<file path="src/rtl/op_enc_pkg.sv">
// op_enc_pkg: request mode encodings and the shared priority encoder for the opcode path.
package op_enc_pkg;
    localparam logic [1:0] MODE_PASS    = 2'b00;
    localparam logic [1:0] MODE_PRIO_HI = 2'b01;
    localparam logic [1:0] MODE_PRIO_LO = 2'b10;
    localparam logic [1:0] MODE_RSVD    = 2'b11;
    localparam int MAX_W = 32;
    localparam int IDX_W = $clog2(MAX_W);

    typedef struct packed {
        logic             none;
        logic [IDX_W-1:0] idx;
    } prio_t;

    // dir=1 picks the highest set bit, dir=0 the lowest; scanning toward the preferred end lets the last hit win
    function automatic prio_t prio_enc(input logic [MAX_W-1:0] ctrl, input logic dir);
        prio_t r;
        r.none = (ctrl == '0);
        r.idx  = '0;
        for (int i = 0; i < MAX_W; i++) begin
            if (dir ? ctrl[i] : ctrl[MAX_W-1-i])
                r.idx = dir ? IDX_W'(i) : IDX_W'(MAX_W-1-i);
        end
        return r;
    endfunction
endpackage

</file>
<file path="src/rtl/op_enc_sync_fifo.sv">
// op_enc_sync_fifo: single-clock FIFO with show-ahead head, zeroed when empty.
module op_enc_sync_fifo #(
    parameter int W     = 3,
    parameter int DEPTH = 4
) (
    input  logic                     clk,
    input  logic                     rst_n,
    input  logic                     push,
    input  logic                     pop,
    input  logic [W-1:0]             din,
    output logic [W-1:0]             dout,
    output logic [$clog2(DEPTH):0]   count,
    output logic                     full,
    output logic                     empty
);
    localparam int AW = $clog2(DEPTH);
    localparam int CW = AW + 1;

    logic [W-1:0]  mem [DEPTH];
    logic [AW-1:0] wr_ptr, rd_ptr;
    logic          wr_en, rd_en;

    assign full  = (count == CW'(DEPTH));
    assign empty = (count == '0);
    assign wr_en = push & ~full;
    assign rd_en = pop & ~empty;
    assign dout  = empty ? '0 : mem[rd_ptr];

    always_ff @(posedge clk or negedge rst_n) begin
        if (!rst_n) begin
            wr_ptr <= '0;
            rd_ptr <= '0;
            count  <= '0;
        end else begin
            if (wr_en) wr_ptr <= wr_ptr + AW'(1);
            if (rd_en) rd_ptr <= rd_ptr + AW'(1);
            if (wr_en && !rd_en) count <= count + CW'(1);
            else if (rd_en && !wr_en) count <= count - CW'(1);
        end
    end

    // storage needs no reset: the pointers and count alone define what is valid
    always_ff @(posedge clk) begin
        if (wr_en) mem[wr_ptr] <= din;
    end
endmodule

</file>
<file path="src/rtl/op_encoder_fifo.sv">
// op_encoder_fifo: encodes control words into opcodes per request mode and buffers them
// in a valid/ready FIFO so producer and decode stage can stall independently.
module op_encoder_fifo #(
    parameter int CTRL_W = 4,
    parameter int OP_W   = $clog2(CTRL_W),
    parameter int DEPTH  = 4
) (
    input  logic                     clk,
    input  logic                     rst_n,
    input  logic                     in_valid,
    output logic                     in_ready,
    input  logic [CTRL_W-1:0]        ctrl,
    input  logic [1:0]               mode,
    output logic                     out_valid,
    input  logic                     out_ready,
    output logic [OP_W-1:0]          op_code,
    output logic                     op_none,
    output logic [$clog2(DEPTH):0]   count,
    output logic                     err
);
    import op_enc_pkg::*;

    logic            push, pop, full, empty, rdy, is_prio;
    prio_t           pe;
    logic [OP_W:0]   enc, head;

    always_comb begin
        is_prio = (mode == MODE_PRIO_HI) | (mode == MODE_PRIO_LO);
        pe      = prio_enc(MAX_W'(ctrl), mode == MODE_PRIO_HI);
        enc     = is_prio ? {pe.none, OP_W'(pe.idx)} : {1'b0, ctrl[OP_W-1:0]};
    end

    assign in_ready  = rdy & ~full;
    assign out_valid = ~empty;
    assign push      = in_valid & in_ready;
    assign pop       = out_valid & out_ready;
    assign {op_none, op_code} = head;

    // rdy holds in_ready low until the first edge after reset release
    always_ff @(posedge clk or negedge rst_n) begin
        if (!rst_n) begin
            rdy <= 1'b0;
            err <= 1'b0;
        end else begin
            rdy <= 1'b1;
            err <= push & (mode == MODE_RSVD);
        end
    end

    op_enc_sync_fifo #(.W(OP_W + 1), .DEPTH(DEPTH)) u_fifo (
        .clk   (clk),
        .rst_n (rst_n),
        .push  (push),
        .pop   (pop),
        .din   (enc),
        .dout  (head),
        .count (count),
        .full  (full),
        .empty (empty)
    );
endmodule
</file>
<file path="config.mk">
export PLATFORM = sky130hd
export DESIGN_NAME = op_encoder_fifo
export DESIGN_NICKNAME = d
export VERILOG_FILES = /design/src/rtl/op_enc_pkg.sv /design/src/rtl/op_enc_sync_fifo.sv /design/src/rtl/op_encoder_fifo.sv
export SDC_FILE = /design/constraint.sdc
export NUM_CORES = 1
export LEC_CHECK = 0
export BUFFER_PORTS_ARGS = -buffer_cell sky130_fd_sc_hd__buf_2
export CAP_MARGIN = 20
export CORE_ASPECT_RATIO = 0.9
export CORE_MARGIN = 5
export CORE_UTILIZATION = 53
export CTS_CLUSTER_DIAMETER = 60
export CTS_CLUSTER_SIZE = 14
export DETAILED_ROUTE_END_ITERATION = 6
export MAX_ROUTING_LAYER = met4
export PLACE_DENSITY = 0.73
export SLEW_MARGIN = 5
export SYNTH_ARGS = -nofsm -noshare
export SYNTH_HDL_FRONTEND = slang
export SYNTH_SLANG_ARGS = --single-unit
</file>
<file path="constraint.sdc">
create_clock -name clk -period 2.7 [get_ports clk]
set_clock_uncertainty 0.05 [all_clocks]
set_input_delay 0.54 -clock clk [delete_from_list [all_inputs] [get_ports clk]]
set_output_delay 0.54 -clock clk [all_outputs]
set_load 0.02 [all_outputs]
</file>
Word-level counts from Yosys, hierarchy flattened
Memory sizes are Yosys's and may differ from the RTL's. Cells that the tools add are included.

Register bits: 9. Memory bits (writable): 12. Output and inout port bits: 9. Logic and storage cells: 60. Memories kept: 1.

Memories: u_fifo.mem (depth 4, bits a word 3, rd ports 1, clocked after memory_dff 0, wr ports 1, RTL line op_enc_sync_fifo.sv:19) `logic [W-1:0] mem [DEPTH];`.

Add/sub/neg operators: 4. Eq/ne operators: 4. Mux-type cells: 30. Bitwise operators: 9. Reductions and logical operators: 7.

Operator list (number): $mux W2 (16); $mux W3 (4); $mux W1 (10); $and A1 B1 Y1 (6); $add A2 B1 Y2 const B (2); $eq A2 B2 Y1 const B (2); $logic_not A4 Y1 (1); $add A3 B1 Y3 const B (1); $eq A3 B3 Y1 const B (1); $logic_not A3 Y1 (1); $sub A3 B1 Y3 const B (1); $eq A2 B1 Y1 const B (1); $logic_and A1 B1 Y1 (2); $logic_not A1 Y1 (2); $not A1 Y1 (2); $reduce_bool A2 Y1 (1); $or A1 B1 Y1 (1).

Depth between registers and ports, before layout
Gate-level depths: netlist of run 1.

Word-level depth: 11. Mapped depth: 9. Gate-level depth less buffers: 8.

Hierarchy
A second synthesis of run 1 with hierarchy kept.

Cells, all modules: 81. Area total of the unflattened synthesis: 1126.1 µm².

By module, submodules not included: op_enc_sync_fifo (instances 1, cells each 55, area an instance 902.1 µm², seq. area each 535.5 µm²); op_encoder_fifo (instances 1, cells each 26, area an instance 224.0 µm², seq. area each 50.0 µm²).

Worst setup path before layout of run 1
No wires, ideal clock.

Path type: register to register. Start point: reg u_fifo.count[2]. End point: reg u_fifo.count[2]. Setup time: 80 ps. Arrival time: 2078 ps. Setup slack: 492 ps. Stages on the path, launching flop included: 10. Cell sequence: dfrtp_1 > or3_1 > buf_6 > nand2_4 > ha_1 > inv_1 > fa_1 > xor2_1 > nor2_1 > xor2_1.

Elaborated cells on any way between the ends: 18.

RTL lines: start, declared (RTL line op_enc_sync_fifo.sv:12) `output logic [$clog2(DEPTH):0] count,`; start signal, assigned (RTL line op_enc_sync_fifo.sv:37) `if (wr_en && !rd_en) count <= count + CW'(1);`; start signal, assigned (RTL line op_enc_sync_fifo.sv:38) `else if (rd_en && !wr_en) count <= count - CW'(1);`; $logic_not A3 Y1 * (RTL line op_enc_sync_fifo.sv:24) `assign empty = (count == '0);`; $not A1 Y1 * (RTL line op_encoder_fifo.sv:34) `assign out_valid = ~empty;`; via out_valid (RTL line op_encoder_fifo.sv:14) `output logic out_valid,`; $and A1 B1 Y1 (RTL line op_encoder_fifo.sv:36) `assign pop = out_valid & out_ready;`; $and A1 B1 Y1 * (RTL line op_enc_sync_fifo.sv:26) `assign rd_en = pop & ~empty;`; $logic_not A1 Y1 (RTL line op_enc_sync_fifo.sv:37); $logic_and A1 B1 Y1 (RTL line op_enc_sync_fifo.sv:37); $mux W3 / $reduce_bool A2 Y1 (equally long branches).

The timed path passes the listed nets; every way through them passes the cells marked *. The select of a mux whose other input is x is not followed. A chain may end at the register's enable or synchronous reset.

Final worst setup path of run 1
Start point: reg u_fifo.rd_ptr[0]. End point: out op_code[1].

Cells in the longest elaborated chain, start to end: 2.

RTL lines: start, declared (RTL line op_enc_sync_fifo.sv:20) `logic [AW-1:0] wr_ptr, rd_ptr;`; start signal, assigned (RTL line op_enc_sync_fifo.sv:36) `if (rd_en) rd_ptr <= rd_ptr + AW'(1);`; $mem_v2 Z4 W3; $mux W3 (RTL line op_enc_sync_fifo.sv:27) `assign dout = empty ? '0 : mem[rd_ptr];`; end, declared (RTL line op_encoder_fifo.sv:16) `output logic [OP_W-1:0] op_code,`.

No other way between the ends.

==> results of run 1 <==
[worst paths after layout]
path	start	endpoint	slack, ns	cells after the start
max in group asynchronous	rst_n	u_fifo.count[2]	1.87	2
max	u_fifo.rd_ptr[0]	op_code[1]	0.43	3
min	out_ready	u_fifo.rd_ptr[1]	0.44	3
max reg2reg	u_fifo.count[2]	u_fifo.count[2]	0.44	8
min reg2reg	u_fifo.rd_ptr[1]	u_fifo.rd_ptr[1]	0.51	1
min in group asynchronous	rst_n	u_fifo.rd_ptr[1]	0.54	2
[metrics by stage]
stage / utilization (%) / hold slack (ns) / setup slack [ns] / total power (uW)
6_report: 62.7 / 0.441 / 0.434 / 1110
5_1_grt: 62.7 / 0.431 / 0.269 / 1210
4_1_cts: 62.7 / 0.428 / 0.402 / 1130
3_5_place_dp: 60.8 / 0.355 / 0.446 / 973
3_3_place_gp: 60.8 / 0.352 / 0.520 / 954
2_1_floorplan: - / 0.194 / 0.492 / 871
[layout make-up]
| type | instances | area [sq um] |
|---|---|---|
| Fill cell | 160 | 713 |
| Inverter | 4 | 15.0 |
| Clock inverter | 1 | 5.00 |
| Timing Repair Buffer | 19 | 100 |
| Multi-Input combinational cell | 49 | 442 |
| Tap cell | 25 | 31.3 |
| Clock buffer | 3 | 22.5 |
| Sequential cell | 21 | 586 |
[registers in the layout, summed over array words and instances (netlist names)]
name and count:
u_fifo.mem 12, u_fifo.count 3, u_fifo.rd_ptr 2, u_fifo.wr_ptr 2, err 1, rdy 1
[what timing repair did]
| action | 4_1_cts | 5_1_grt |
|---|---|---|
| resized for setup | 0 | 0 |
| hold buffers | 1 | 0 |
| endpoints found under the hold margin | 4 | 0 |
[routing by layer]
layer	share of wire [%]	GRT usage [%]	vias to the layer above
met2	47	21.3	13
met3	7.3	5.42	5
met5	0	-	-
met1	43	16.0	292
li1	-	-	307
met4	2.2	5.79	0
[critical path: stages (launching register included)]
cell,delay (ns)
dfrtp_1,0.52
mux4_2,0.53
and2_1,0.16
buf_2,0.15
[cell usage in the layout (no fill, tap or decap), types with 3 or more instances in the layout]
cell type and instances:
dfrtp_1 9, edfxtp_1 12, inv_1 4, mux4_2 3
nor2_1 4, nand2_1 3, and2_1 8, ha_1 8
xnor2_1 4, clkbuf_4 3, buf_2 18
[where the power goes]
part / switching, uW / internal, uW
Clock: 95.3 / 55.4
Combinational: 239 / 217
Sequential: 86.1 / 422
[cell families after synthesis]
group / after synthesis / synth area share (%)
compound gates: 8 / 5.29
mux: 5 / 8.46
buf+inv: 6 / 3.52
xor+xnor: 6 / 4.94
fa+ha+maj: 9 / 11.3
flops: 21 / 55.0
other cells: 1 / 0.352
simple gates: 20 / 11.2
==> results.md, run 1 <==
- Async SR Flop Fraction: 42.9%
- Post-DRT Antenna Nets: 0
- RSZ-0062 raised after global routing: false
- IO Port Bufs: 18
- Area delta synth->final: 12.8%
- Die width: 57.2 um
- Layout cell share with drive strength beyond 1: 30.9%
- Worst-path clk slew: 0.12 ns
- Initial core utilization: 55.6%
- Maximum clock frequency: 441 MHz
- Setup_tns: 0 ns
- Largest net degree at the start of global routing: 13
- Die Ht: 52.5 um
- Later-pin clock latency in the skew report: 0.31 ns
- Syn Nets: 95
- Most used DFF post-synth: edfxtp_1
- Final Hold Fails: 0
- Grt ovf: 0
- First-pass GRT wire length: 2930 um
- Setup repair bufs after CTS: 0
- Peak VDD IR: 0.590 mV
- CTS root buf: clkbuf_4
- Die Footprint: 3010 sq um
- Register area share after synthesis: 55.0%
- Layout net count: 117
- Min-delay worst type: input port to flop
- Post-layout min period: 2.27 ns
- Static leakage: 0.000514 uW
- Placed inst area: 1160 sq um
- # DRC: 0
- WS Path Type: flop to output pin
- Vias per cell: 5.06
- Cell with the most instances after synthesis: edfxtp_1
- Wire per inst: 13.2 um
- Worst Path Required: 2.11 ns
- Initial antenna violation count: 0
- Placed cells: 117
- Slew Limit Fails: 0
- Max Fanout on Critical Path: 5
- RD Place Congestion: 0.706
- CTS max path bufs: 2
- Number of max-cap violations: 0
- YS warnings: 0
- Vias in the first global route: 643
- Status: finished, final reports clean
- IO Pins: 19
- Number of synthesized flops with an enable pin: 12
- Ant. Diodes: 0
- Final setup violating endpoints: 0
- HPWL Detailed: 1240 um
- Avg Cell Area, Syn: 14.0 sq um
- Core ar.: 1910 sq um
- Vias: 617
- Yosys top cell by area: edfxtp_1
- Syn Inst Count: 76
- Top cells by count, synth: 12 x edfxtp_1, 9 x dfrtp_1, 8 x and2_1, 8 x ha_1
- Final Cell Area: 1200 sq um
- Worst EP arrival: 1.68 ns
- All-layer global routing usage: 13.7%
- CTS sink cnt: 21
- Slew headroom: 53.3%
- Area share of the largest cell type after synthesis: 33.8%
- Final period util: 83.9%
- Drt total wl: 1610 um
- CTS tree: done
- Core Rows: 15
- Worst-Margin Slew: 0.691 ns
- Cell types occupying the most area after synthesis: edfxtp_1 34%, dfrtp_1 21%, ha_1 9.4%, mux4_2 6.3%, and2_1 4.7%
- Pwr dens: 928 nW/um^2
- CTS Buf Count: 3
- Initial DRC count: 9
- Drt pass-1 iters: 2
- Worst Setup End Kind: output pin
- Post-route insts no fill: 122
- H-tree depth: 1
- Critical path launch point type: flop
- Synth cell types: 25
- Yosys reg bits: 21
- Synthesized area: 1060 sq um
Power figures use the tool's default switching activity.
==> inputs of run 2 (changes only) <==
==> constraint.sdc (replaced) <==
create_clock -name clk -period 2.4 [get_ports clk]
set_clock_uncertainty 0.05 [all_clocks]
set_input_delay 0.48 -clock clk [delete_from_list [all_inputs] [get_ports clk]]
set_output_delay 0.48 -clock clk [all_outputs]
set_load 0.02 [all_outputs]
==> run 2 against run 1 <==
Net effect: combinational power grew 13%; register-to-register slack lost 0.27 ns; total power grew 13%; non-clock buffer count grew 1; via count grew 1.3%; critical endpoint is now u_fifo.count[2].
==> results.md, run 2 (synthesis results as in run 1) <==
- Post-route insts no fill: 123
- Drt total wl: 1580 um
- Slowest library cell on the worst path: or3_1
- Worst-Margin Slew: 0.641 ns
- RSZ-0062 raised after global routing: false
- Layout net count: 118
- H-tree depth: 1
- WS Path Type: flop to flop
- Final Hold Fails: 0
- CTS max path bufs: 2
- Number of max-cap violations: 0
- Later-pin clock latency in the skew report: 0.30 ns
- Slew Limit Fails: 0
- CTS sink cnt: 21
- Wire per inst: 12.9 um
- Core Rows: 15
- Setup_tns: 0 ns
- HPWL Detailed: 1270 um
- Grt ovf: 0
- Crit path top cell by count: xor2_1
- Worst Path Required: 2.58 ns
- Pwr dens: 1040 nW/um^2
- Die Footprint: 3010 sq um
- Max Fanout on Critical Path: 6
- Critical path's top delay family: simple AND/OR/NAND/NOR gates
- Worst Setup End Kind: flop
- Final period util: 92.9%
- RD Place Congestion: 0.766
- Largest regs: u_fifo.mem (12), u_fifo.count (3)
- Die width: 57.2 um
- CTS Buf Count: 3
- Min-delay worst type: input port to flop
- Worst hold slack: 0.404 ns
- Die Ht: 52.5 um
- Ant. Diodes: 0
- Commonest non-fill, non-tap cell in the layout: buf_2
- Initial antenna violation count: 0
- Leading cell types in the layout, fill and taps excluded: 18 x buf_2, 12 x edfxtp_1, 9 x dfrtp_1
- Core ar.: 1910 sq um
- Initial core utilization: 55.6%
- Max FFs per register: 12
- CTS tree: done
- Worst stage delay on the critical path: 0.51 ns
- R2R Setup Slk: 0.17 ns
- Vias in the first global route: 673
- Vias: 625
- Slew headroom: 56.7%
- Final setup violating endpoints: 0
- Resize count post-CTS: 0
- Largest net degree at the start of global routing: 14
- Status: finished, final reports clean
- IO Port Bufs: 18
- # DRC: 0
- Area delta synth->final: 13.7%
- IO Pins: 19
- Drt pass-1 iters: 3
- Static leakage: 0.000516 uW
- Setup repair bufs after CTS: 0
- CTS root buf: clkbuf_4
- Post-layout min period: 2.23 ns
- Worst path bufs/invs: 1
- Peak VDD IR: 0.753 mV
- Worst-path clk slew: 0.11 ns
- Critical path launch point type: flop
- First-pass GRT wire length: 2900 um
- Post-DRT Antenna Nets: 0
- CP Cell Sequence: or3_1, nand2_4, ha_1, inv_1, fa_1, xor2_1, nor2_1, xor2_1
- Vias per cell: 5.08
- Worst EP arrival: 2.41 ns
- CTS Hold Bufs: 1
- Placed cells: 118
- Maximum clock frequency: 448 MHz
- Layout cell share with drive strength beyond 1: 31.6%
- All-layer global routing usage: 13.1%
- Initial DRC count: 6
- Largest Register: u_fifo.mem
[run 2: cell count changes in the layout (fill, tap and decap cells not counted), sizes merged]
| cell | previous run | this run |
|---|---|---|
| buf | 18 | 19 |
| clkinv | 1 | 0 |
| clkinvlp | 0 | 1 |
[run 2: worst paths after layout]
check | startpoint | endpoint | cells after the start
worst max-delay path | u_fifo.count[2] | u_fifo.count[2] | 8
worst min-delay path | out_ready | u_fifo.rd_ptr[0] | 3
worst max register to register | u_fifo.count[2] | u_fifo.count[2] | 8
worst min register to register | u_fifo.count[2] | u_fifo.count[2] | 1
max in group asynchronous | rst_n | u_fifo.rd_ptr[1] | 2
min in group asynchronous | rst_n | u_fifo.count[0] | 2
[run 2: routing by layer]
metal  GRT usage (%)  up-vias  wire length (um)
met5               -        -                 0
met4            2.32        0                12
met3            5.17        2                91
met2            22.1       13               759
met1            15.1      301               719
li1                -      309                 -
[run 2: worst reg2reg max path: stages (launching register included)]
cell     delay [ns]
dfrtp_1        0.45
or3_1          0.51
nand2_4        0.12
ha_1           0.18
inv_1          0.06
fa_1           0.37
xor2_1         0.16
nor2_1         0.11
xor2_1         0.15
[run 2: where the power goes]
part           switching (uW)  internal (uW)  total (uW)
Sequential               95.9            474         570
Combinational             271            245         517
Clock                     104           63.5         168
[run 2: through the flow]
stage	total power, uW	utilization (%)	instance area, sq um	setup slack [ns]
2_1_floorplan	980	-	1060	0.192
3_3_place_gp	1080	61.2	1170	0.236
3_5_place_dp	1100	61.2	1170	0.193
4_1_cts	1270	63.3	1210	0.161
5_1_grt	1360	63.3	1210	0.0180
6_report	1250	63.3	1210	0.170
[run 2: area by class of cell]
| type | instances | area (sq um) |
|---|---|---|
| flip-flops and latches | 21 | 586 |
| clock buffers | 3 | 22.5 |
| well taps | 25 | 31.3 |
| repair buffers | 20 | 108 |
| clock inverters | 1 | 7.51 |
| fillers | 155 | 703 |
| inverters | 4 | 15.0 |
| multi-input cells | 49 | 442 |
